File: config.mk
export PLATFORM = sky130hd
export DESIGN_NAME = bit_balance_frame_monitor_flat
export DESIGN_NICKNAME = d
export VERILOG_FILES = /design/src/rtl/bit_balance_frame_monitor_pkg.sv /design/src/rtl/bit_balance_frame_monitor_if.sv /design/src/rtl/bit_balance_frame_monitor.sv /design/src/flat_wrapper.sv
export SDC_FILE = /design/constraint.sdc
export NUM_CORES = 1
export LEC_CHECK = 0
export ABC_AREA = 1
export CELL_PAD_IN_SITES_DETAIL_PLACEMENT = 1
export CELL_PAD_IN_SITES_GLOBAL_PLACEMENT = 2
export CORE_UTILIZATION = 34
export DETAILED_ROUTE_END_ITERATION = 10
export GPL_ROUTABILITY_DRIVEN = 1
export HOLD_SLACK_MARGIN = 0.15
export PLACE_DENSITY = 0.84
export SYNTH_ARGS = -nofsm -noshare
export SYNTH_HDL_FRONTEND = slang
export SYNTH_SLANG_ARGS = --single-unit
File: constraint.sdc
create_clock -name clk -period 5.7 [get_ports clk]
set_input_delay 1.425 -clock clk [delete_from_list [all_inputs] [get_ports clk]]
set_output_delay 1.425 -clock clk [all_outputs]
set_load 0.01 [all_outputs]
File: src/rtl/bit_balance_frame_monitor_pkg.sv
// Shared types and width helpers for the bit-balance frame monitor.
// Pulled in by the bus interface and by the monitor itself.
package bit_balance_pkg;

   typedef enum logic [1:0] {
      IDLE   = 2'd0,
      ACCUM  = 2'd1,
      REPORT = 2'd2
   } bb_state_t;

   function automatic int cw_f(input int width);
      return $clog2(width) + 2;
   endfunction

   function automatic int tw_f(input int width, input int frame_words);
      return $clog2(width * frame_words + 1);
   endfunction

   // Returns a 32-bit magnitude; callers narrow it to TW bits.
   function automatic logic [31:0] abs_disp(input logic signed [32:0] d);
      logic signed [32:0] a;
      a = (d < 0) ? -d : d;
      return a[31:0];
   endfunction

endpackage

File: src/rtl/bit_balance_frame_monitor_if.sv
// Count-pair input handshake plus frame-result output handshake.
// The monitor uses the slave modport; the upstream/parent side uses master.
interface bit_balance_frame_monitor_if
   import bit_balance_pkg::*;
#(
   parameter int WIDTH       = 8,
   parameter int FRAME_WORDS = 16
);
   localparam int CW = cw_f(WIDTH);
   localparam int TW = tw_f(WIDTH, FRAME_WORDS);

   logic                 in_valid;
   logic                 in_ready;
   logic [CW-1:0]        ones_count;
   logic [CW-1:0]        zeros_count;
   logic                 out_valid;
   logic                 out_ready;
   logic [TW-1:0]        total_ones;
   logic [TW-1:0]        total_zeros;
   logic signed [TW:0]   disparity;
   logic [TW-1:0]        peak_disparity;
   logic                 imbalance;
   logic                 malformed;

   modport master (
      output in_valid, ones_count, zeros_count, out_ready,
      input  in_ready, out_valid, total_ones, total_zeros, disparity,
             peak_disparity, imbalance, malformed
   );

   modport slave (
      input  in_valid, ones_count, zeros_count, out_ready,
      output in_ready, out_valid, total_ones, total_zeros, disparity,
             peak_disparity, imbalance, malformed
   );

endinterface

File: src/rtl/bit_balance_frame_monitor.sv
// Accumulates per-word ones/zeros counts over a frame and reports totals,
// final running disparity, peak |disparity| and error flags per frame.
module bit_balance_frame_monitor
   import bit_balance_pkg::*;
#(
   parameter int WIDTH       = 8,
   parameter int FRAME_WORDS = 16,
   parameter int THRESH      = 8
)(
   input  logic                        clk,
   input  logic                        rst,
   input  logic                        clear,
   bit_balance_frame_monitor_if.slave  bus
);
   localparam int CW  = cw_f(WIDTH);
   localparam int TW  = tw_f(WIDTH, FRAME_WORDS);
   localparam int WCW = $clog2(FRAME_WORDS + 1);

   bb_state_t          state_q, state_d;
   logic [WCW-1:0]     word_cnt_q, word_cnt_d;
   logic [TW-1:0]      ones_sum_q, ones_sum_d;
   logic [TW-1:0]      zeros_sum_q, zeros_sum_d;
   logic signed [TW:0] disp_q, disp_d;
   logic [TW-1:0]      peak_q, peak_d;
   logic               mal_q, mal_d;

   logic [TW-1:0]      res_ones_q, res_ones_d;
   logic [TW-1:0]      res_zeros_q, res_zeros_d;
   logic signed [TW:0] res_disp_q, res_disp_d;
   logic [TW-1:0]      res_peak_q, res_peak_d;
   logic               res_imb_q, res_imb_d;
   logic               res_mal_q, res_mal_d;

   logic               accept, start, last, w_bad;
   logic [TW-1:0]      ones_w, zeros_w;
   logic signed [TW:0] w_disp;
   logic [TW-1:0]      b_ones, b_zeros, b_peak, n_ones, n_zeros, n_peak, n_abs;
   logic signed [TW:0] b_disp, n_disp;
   logic               b_mal, n_mal;
   logic [31:0]        n_abs32;

   assign bus.in_ready       = (state_q != REPORT) || bus.out_ready;
   assign bus.out_valid      = (state_q == REPORT);
   assign bus.total_ones     = res_ones_q;
   assign bus.total_zeros    = res_zeros_q;
   assign bus.disparity      = res_disp_q;
   assign bus.peak_disparity = res_peak_q;
   assign bus.imbalance      = res_imb_q;
   assign bus.malformed      = res_mal_q;

   // A word accepted outside ACCUM opens a new frame, so it adds onto zero.
   always_comb begin
      accept  = bus.in_valid && bus.in_ready;
      start   = (state_q != ACCUM);
      ones_w  = TW'(bus.ones_count);
      zeros_w = TW'(bus.zeros_count);
      w_disp  = $signed({1'b0, ones_w}) - $signed({1'b0, zeros_w});
      w_bad   = ({1'b0, bus.ones_count} + {1'b0, bus.zeros_count}) != (CW+1)'(WIDTH);

      b_ones  = start ? '0 : ones_sum_q;
      b_zeros = start ? '0 : zeros_sum_q;
      b_disp  = start ? '0 : disp_q;
      b_peak  = start ? '0 : peak_q;
      b_mal   = start ? 1'b0 : mal_q;

      n_ones  = b_ones + ones_w;
      n_zeros = b_zeros + zeros_w;
      n_disp  = b_disp + w_disp;
      n_abs32 = abs_disp(33'(n_disp));
      n_abs   = TW'(n_abs32);
      n_peak  = (n_abs > b_peak) ? n_abs : b_peak;
      n_mal   = b_mal | w_bad;
      last    = start ? (FRAME_WORDS == 1) : (word_cnt_q == WCW'(FRAME_WORDS - 1));
   end

   always_comb begin
      state_d     = state_q;
      word_cnt_d  = word_cnt_q;
      ones_sum_d  = ones_sum_q;
      zeros_sum_d = zeros_sum_q;
      disp_d      = disp_q;
      peak_d      = peak_q;
      mal_d       = mal_q;
      res_ones_d  = res_ones_q;
      res_zeros_d = res_zeros_q;
      res_disp_d  = res_disp_q;
      res_peak_d  = res_peak_q;
      res_imb_d   = res_imb_q;
      res_mal_d   = res_mal_q;

      if (clear) begin
         state_d     = IDLE;
         word_cnt_d  = '0;
         ones_sum_d  = '0;
         zeros_sum_d = '0;
         disp_d      = '0;
         peak_d      = '0;
         mal_d       = 1'b0;
      end else if (accept) begin
         ones_sum_d  = n_ones;
         zeros_sum_d = n_zeros;
         disp_d      = n_disp;
         peak_d      = n_peak;
         mal_d       = n_mal;
         word_cnt_d  = start ? WCW'(1) : word_cnt_q + WCW'(1);
         if (last) begin
            state_d     = REPORT;
            res_ones_d  = n_ones;
            res_zeros_d = n_zeros;
            res_disp_d  = n_disp;
            res_peak_d  = n_peak;
            res_imb_d   = (n_abs32 > 32'(THRESH));
            res_mal_d   = n_mal;
         end else begin
            state_d = ACCUM;
         end
      end else if (state_q == REPORT && bus.out_ready) begin
         state_d = IDLE;
      end
   end

   always_ff @(posedge clk or posedge rst) begin
      if (rst) begin
         state_q     <= IDLE;
         word_cnt_q  <= '0;
         ones_sum_q  <= '0;
         zeros_sum_q <= '0;
         disp_q      <= '0;
         peak_q      <= '0;
         mal_q       <= 1'b0;
         res_ones_q  <= '0;
         res_zeros_q <= '0;
         res_disp_q  <= '0;
         res_peak_q  <= '0;
         res_imb_q   <= 1'b0;
         res_mal_q   <= 1'b0;
      end else begin
         state_q     <= state_d;
         word_cnt_q  <= word_cnt_d;
         ones_sum_q  <= ones_sum_d;
         zeros_sum_q <= zeros_sum_d;
         disp_q      <= disp_d;
         peak_q      <= peak_d;
         mal_q       <= mal_d;
         res_ones_q  <= res_ones_d;
         res_zeros_q <= res_zeros_d;
         res_disp_q  <= res_disp_d;
         res_peak_q  <= res_peak_d;
         res_imb_q   <= res_imb_d;
         res_mal_q   <= res_mal_d;
      end
   end

endmodule
File: src/flat_wrapper.sv
// flat-port wrapper written by rule: the top's interface ports become plain ports
module bit_balance_frame_monitor_flat import bit_balance_pkg::*;
#(
   parameter int WIDTH       = 8,
   parameter int FRAME_WORDS = 16,
   parameter int THRESH      = 8
)
  (clk, rst, clear, bus_in_valid, bus_ones_count, bus_zeros_count, bus_out_ready, bus_in_ready, bus_out_valid, bus_total_ones, bus_total_zeros, bus_disparity, bus_peak_disparity, bus_imbalance, bus_malformed);
  bit_balance_frame_monitor_if #(.WIDTH(WIDTH), .FRAME_WORDS(FRAME_WORDS)) bus_i ();
  input  logic clk;
  input  logic rst;
  input  logic clear;
  input wire logic [$bits(bus_i.in_valid)-1:0] bus_in_valid;
  input wire logic [$bits(bus_i.ones_count)-1:0] bus_ones_count;
  input wire logic [$bits(bus_i.zeros_count)-1:0] bus_zeros_count;
  input wire logic [$bits(bus_i.out_ready)-1:0] bus_out_ready;
  output wire logic [$bits(bus_i.in_ready)-1:0] bus_in_ready;
  output wire logic [$bits(bus_i.out_valid)-1:0] bus_out_valid;
  output wire logic [$bits(bus_i.total_ones)-1:0] bus_total_ones;
  output wire logic [$bits(bus_i.total_zeros)-1:0] bus_total_zeros;
  output wire logic [$bits(bus_i.disparity)-1:0] bus_disparity;
  output wire logic [$bits(bus_i.peak_disparity)-1:0] bus_peak_disparity;
  output wire logic [$bits(bus_i.imbalance)-1:0] bus_imbalance;
  output wire logic [$bits(bus_i.malformed)-1:0] bus_malformed;
  assign bus_i.in_valid = bus_in_valid;
  assign bus_i.ones_count = bus_ones_count;
  assign bus_i.zeros_count = bus_zeros_count;
  assign bus_i.out_ready = bus_out_ready;
  assign bus_in_ready = bus_i.in_ready;
  assign bus_out_valid = bus_i.out_valid;
  assign bus_total_ones = bus_i.total_ones;
  assign bus_total_zeros = bus_i.total_zeros;
  assign bus_disparity = bus_i.disparity;
  assign bus_peak_disparity = bus_i.peak_disparity;
  assign bus_imbalance = bus_i.imbalance;
  assign bus_malformed = bus_i.malformed;
  bit_balance_frame_monitor #(.WIDTH(WIDTH), .FRAME_WORDS(FRAME_WORDS), .THRESH(THRESH)) u_core (.clk(clk), .rst(rst), .clear(clear), .bus(bus_i));
endmodule
Word level (Yosys, flattened, before mapping)

Index checks and enable logic that the tools add are counted.

Flip-flop bits (word level): 76
Input port bits: 15
Output and inout port bits: 37
Word-level logic and storage cells: 61

$add $sub $neg: 7
$lt $le $gt $ge: 3
Eq/ne operators: 5
Mux-type cells: 25
Bitwise gates (word level): 2
Reduce and logical (&&, ||, !) cells: 6

Operators by type and width:

| kind                                                | count |
|---|---|
| two-way mux 8 bit                                   | 10 |
| > comparator 32 x 4 -> 1 bit, second input constant | 1 |
| two-way mux 32 bit                                  | 1 |
| negation 9 -> 32 bit                                | 1 |
| two-way mux 9 bit                                   | 3 |
| adder 8 x 5 -> 8 bit                                | 2 |
| two-way mux 5 bit                                   | 3 |
| adder 9 x 6 -> 9 bit                                | 1 |
| < comparator 9 x 1 -> 1 bit, second input constant  | 1 |
| > comparator 8 bit                                  | 1 |
| two-way mux 2 bit                                   | 4 |
| adder 5 x 5 -> 6 bit                                | 1 |
| != test 6 x 4 -> 1 bit, second input constant       | 1 |
| subtractor 5 x 5 -> 6 bit                           | 1 |
| adder 5 x 1 -> 5 bit, second input constant         | 1 |
| equality test 5 x 4 -> 1 bit, second input constant | 1 |
| two-way mux 1 bit                                   | 4 |
| AND reduction 3 bit                                 | 1 |
| nonzero test 3 bit                                  | 1 |
| equality test 2 bit, second input constant          | 1 |
| logical AND 1 bit                                   | 2 |
| != test 2 x 1 -> 1 bit, second input constant       | 1 |
| != test 2 bit, second input constant                | 1 |
| nonzero test 2 bit                                  | 1 |
| other kinds (3)                                     | 3 |

Longest topological paths before layout

Word-level depth: 9
Mapped depth: 31
Mapped depth without buffers: 30

Least setup slack after synthesis

Ideal clock, no wire load.

Kind: in2reg
From: in bus_ones_count[0]
To: reg u_core.peak_q[4]
Setup time: 0.124 ns
Data arrival time: 4.973 ns
Required time: 5.576 ns
Slack: 0.603 ns
Stages on the path: 26
Buffers on the path: 2
Cells stage by stage: inv_1 -> ha_1 -> fa_1 -> o21ai_0 -> a21oi_1 -> xor2_1 -> ha_1 -> nand2_1 -> nor2_1 -> a21oi_1 -> nand3_2 -> nand2_4 -> buf_12 -> nand2_4 -> xor2_2 -> clkinv_2 -> ha_1 -> a21oi_1 -> o21ai_0 -> nand2_1 -> o211ai_1 -> nand2_1 -> clkbuf_1 -> nand2_1 -> o21ai_2 -> o21ai_1

Word-level cells in the longest chain between the ends: 8
Elaborated cells between the ends (all ways): 9
Classes of those cells: add/sub: 3; order compare: 2; mux: 4

Ends and longest elaborated chain:

| element                                                             | line                                | RTL |
|---|---|---|
| from (decl)                                                         | flat_wrapper.sv:14                  | `input wire logic [$bits(bus_i.ones_count)-1:0] bus_ones_count;` |
| subtractor 5 x 5 -> 6 bit *                                         | bit_balance_frame_monitor.sv:57     | `w_disp = $signed({1'b0, ones_w}) - $signed({1'b0, zeros_w});` |
| adder 9 x 6 -> 9 bit *                                              | bit_balance_frame_monitor.sv:68     | `n_disp = b_disp + w_disp;` |
| negation 9 -> 32 bit or < comparator 9 x 1 -> 1 bit (tied branches) | bit_balance_frame_monitor_pkg.sv:22 | `a = (d < 0) ? -d : d;` |
| two-way mux 32 bit *                                                | bit_balance_frame_monitor_pkg.sv:22 |  |
| > comparator 8 bit                                                  | bit_balance_frame_monitor.sv:71     | `n_peak = (n_abs > b_peak) ? n_abs : b_peak;` |
| two-way mux 8 bit *                                                 | bit_balance_frame_monitor.sv:71     |  |
| two-way mux 8 bit *                                                 | bit_balance_frame_monitor.sv:99     | `end else if (accept) begin` |
| two-way mux 8 bit *                                                 | bit_balance_frame_monitor.sv:91     | `if (clear) begin` |
| to (signal assigned)                                                | bit_balance_frame_monitor.sv:143    | `peak_q <= peak_d;` |
| to (decl)                                                           | bit_balance_frame_monitor.sv:24     | `logic [TW-1:0] peak_q, peak_d;` |

Mark *: on every way between the ends. The rest lies on a longest branch, timed or not. The select of a mux whose other input is x is not followed.
A chain may end at the register's enable or synchronous reset.

Worst setup path after layout

From: in bus_ones_count[0]
To: reg u_core.res_peak_q[7] (netlist: u_core.bus.peak_disparity[7])

Word-level cells in the longest chain between the ends: 6
Elaborated cells between the ends (all ways): 7
Classes of those cells: add/sub: 3; order compare: 2; mux: 2

Ends and longest elaborated chain:

| element                                                             | line                                | RTL |
|---|---|---|
| subtractor 5 x 5 -> 6 bit *                                         | bit_balance_frame_monitor.sv:57     |  |
| adder 9 x 6 -> 9 bit *                                              | bit_balance_frame_monitor.sv:68     |  |
| negation 9 -> 32 bit or < comparator 9 x 1 -> 1 bit (tied branches) | bit_balance_frame_monitor_pkg.sv:22 |  |
| two-way mux 32 bit *                                                | bit_balance_frame_monitor_pkg.sv:22 |  |
| > comparator 8 bit                                                  | bit_balance_frame_monitor.sv:71     |  |
| two-way mux 8 bit *                                                 | bit_balance_frame_monitor.sv:71     |  |
| to (signal assigned)                                                | bit_balance_frame_monitor.sv:148    | `res_peak_q <= res_peak_d;` |
| to (decl)                                                           | bit_balance_frame_monitor.sv:30     | `logic [TW-1:0] res_peak_q, res_peak_d;` |

Mark *: on every way between the ends. The rest lies on a longest branch, timed or not.

==> results.ini <==
[sta]
period_needed_ns = 5.35
max_freq_mhz = 187
setup_ws_ns = 0.353
slew_headroom_pct = 23.3
hold_viol_final = 0
setup-violations-final = 0
worstMarginPinSlew_ns = 1.15
slew_violations = 0
skew_ns = 0.00684
finalSetupTns_ns = 0
min_period_over_period_pct = 93.8

[floorplan]
dieArea_um2 = 14900
rows = 43
die_w_um = 122
io_pins = 52
die_h_um = 122
start_util_pct = 35.1
core_um2 = 13900

[synthesis]
ys.warnings.count = 0
synthArstFlopShare_pct = 100
synth_most_common_cell = nand2_1
synth_cell_type_count = 42
syn_area_um2 = 4890
ys_seq_area_share_pct = 38.9
synth_cells = 627
synth-edff-count = 0
synth_area_leaders = dfrtp_1, nand2_1, ha_1
syn_area_per_cell_um2 = 7.79
synthesis.nets = 686
netlist.area_leader.share_pct = 38.9
synth_ff_type = dfrtp_1
ys_ff_latch = 76
synth.largest_area_cell = dfrtp_1
ys_top_cells_by_count = nand2_1, inv_1, dfrtp_1, nor2_1, o21ai_0

[worst_hold_path]
min_to = u_core.bus.total_zeros[2]
hold_start = u_core.bus.total_zeros[2]
holdPathStages = 2
worstHoldPathType = reg2reg

[power_and_ir_drop]
p_leak_uw = 0.00300
power_density_nw_per_um2 = 298
vdd_drop_max_uv = 219

[setup_path]
worstRegToRegCells = 26
critical_path.most_common_cell = nand2_1
cp-start-kind = primary input
crit_type = in2reg
critPathMaxStageDelay_ns = 0.48
cp_top_family = simple AND/OR/NAND/NOR gates
required_ns = 5.90
critPathSlowestCell = clkdlybuf4s50_1
cp_max_fo = 6
path_buf_inv = 6
cp-end-kind = register
r2r_start = u_core.state_q[1]
timing.rr.end = u_core.bus.peak_disparity[7]
r2r_setup_slack_ns = 1.57
worstPathArrival_ns = 5.55

[run_status]
outcome = finished, final reports clean

[layout]
n_antenna_cell = 0
nets = 764
drive_above_1_share_pct = 12.8
fin_util_pct = 43.9
finalNonFillerCells = 890
area_delta_synth_final_pct = 25.2
multi_input_area_um2 = 2510
nFillCells = 1679
ff_latch_area_um2 = 1900

[global_route]
grt_util_all_layers_pct = 20.4
antenna_found_initial = 0
grt_pass1_vias = 4786
gr-total-overflow = 0
grt_pass1_wl_um = 23200
grt_max_degree = 59

[drt]
vias_per_cell = 4.98
wl_per_cell_um = 15.5
drt_iter0_drc = 124
via_count = 4430
wl_met1_um = 6100
route.detailed.drc = 0
top_layer = met4
drt_first_pass_iters = 4
wl_met3_um = 372
final_antenna_net_count = 0
wl_um = 13800
wl_met2_um = 7050

[clock_network]
cts.clk_slew.worst_paths_ns = 0.06
clockRootBuffer = clkbuf_16
cts_max_level = 3
cts_tree = done
clockBufferDepth = 2
numCtsBuffers = 9
clkLatencyLatePin_ns = 0.35
cts_sinks = 76

[placed_design]
finalWeightedCongestion = 0.860
dp_hpwl_um = 10200
numPortBuffers = 51
post-place-ws_ns = -0.217
place_inst = 870

[run]
maxCapViolations = 0

==> metal layers <==
layer	up-vias	track usage, %
li1	2177	-
met1	2172	23.5
met4	0	6.40
met5	-	0
met3	18	5.01
met2	63	36.9
==> timing repair <==
item,CTS,global route
endpoints found under the hold margin,0,0
resized for setup,0,13
hold buffers,0,0
setup buffers,0,3
setup endpoints to repair,0,14
==> how the worst max path moves through the flow <==
stage	from	endpoint	slack (ns)	depth (start not counted)
3_5_place_dp	bus_ones_count[0]	u_core.peak_q[7]	-0.22	27
6_report	bus_ones_count[0]	u_core.bus.peak_disparity[7]	0.35	28
4_1_cts	bus_ones_count[0]	u_core.bus.peak_disparity[7]	0.15	27
5_1_grt	bus_ones_count[0]	u_core.bus.peak_disparity[2]	-0.03	28
2_1_floorplan	bus_ones_count[0]	u_core.peak_q[4]	0.60	26
3_3_place_gp	bus_ones_count[0]	u_core.bus.peak_disparity[7]	-0.10	25
==> final cells by class <==
class	count	share of cell area [%]
clock inverter	5	1.35
clock buffer	11	3.97
sequential	76	31.1
tap	180	3.68
timing repair buffer	83	12.3
multi-input combinational	430	41.1
inverter	105	6.52
==> worst min-delay path: cells and delay by family, from the launching register on <==
kind / cells / cell delay [ns]
AO/OA/AOI/OAI: 1 / 0.06
AND/OR/NAND/NOR: 1 / 0.05
flip-flops: 1 / 0.34
==> flip-flops by register name (all words and copies together), names as in the netlist <==
register	count
u_core.ones_sum_q	8
u_core.state_q	2
u_core.bus.peak_disparity	8
u_core.disp_q	9
u_core.bus.total_zeros	8
u_core.peak_q	8
u_core.bus.imbalance	1
u_core.bus.disparity	9
u_core.bus.total_ones	8
u_core.zeros_sum_q	8
u_core.bus.malformed	1
u_core.mal_q	1
u_core.word_cnt_q	5
==> per-stage QoR <==
step | power (uW) | hold slack (ns) | instance area, um2
after floorplan | 983 | 0.449 | 4890
after global placement | 1160 | 0.465 | 5720
after detailed placement | 1180 | 0.473 | 5720
after CTS | 1830 | 0.492 | 6050
after global routing | 1940 | 0.503 | 6120
final | 1820 | 0.484 | 6120
==> layout by cell type (no fill, tap or decap), types with 2 or more instances in the layout <==
| cell | instances |
|---|---|
| o21ai_0 | 41 |
| nand3_2 | 3 |
| bufinv_16 | 2 |
| ha_1 | 39 |
| nor2_1 | 49 |
| nand4_1 | 5 |
| o21ai_1 | 18 |
| nand2_1 | 148 |
| inv_1 | 95 |
| inv_2 | 7 |
| fa_1 | 3 |
| buf_4 | 32 |
| dfrtp_1 | 76 |
| nand3_1 | 29 |
| nor2_4 | 2 |
| clkinv_2 | 3 |
| nand2_2 | 8 |
| o22ai_1 | 22 |
| clkbuf_16 | 9 |
| xor2_1 | 6 |
| a21oi_2 | 2 |
| o211ai_1 | 2 |
| fa_2 | 2 |
| inv_6 | 2 |
| xnor2_1 | 2 |
| a21oi_1 | 23 |
| nand2_4 | 3 |
| o21ai_2 | 7 |
| clkdlybuf4s50_1 | 51 |
==> where the power goes <==
| part | internal (uW) | switching, uW |
|---|---|---|
| clock | 398 | 234 |
| sequential | 582 | 21.1 |
| combinational | 228 | 357 |
==> kinds of logic (layout without fill, tap and decap cells) <==
| kind of cell | count (synthesis) | in the layout | synth area share (%) |
|---|---|---|---|
| AND/OR/NAND/NOR | 252 | 253 | 22.3 |
| flip-flops | 76 | 76 | 38.9 |
| adder cells (fa/ha/maj) | 44 | 44 | 12.0 |
| AO/OA/AOI/OAI | 124 | 124 | 14.4 |
| XOR/XNOR | 9 | 9 | 1.77 |
| buffers and inverters | 122 | 204 | 10.6 |
(Power assumes the default switching activity.)
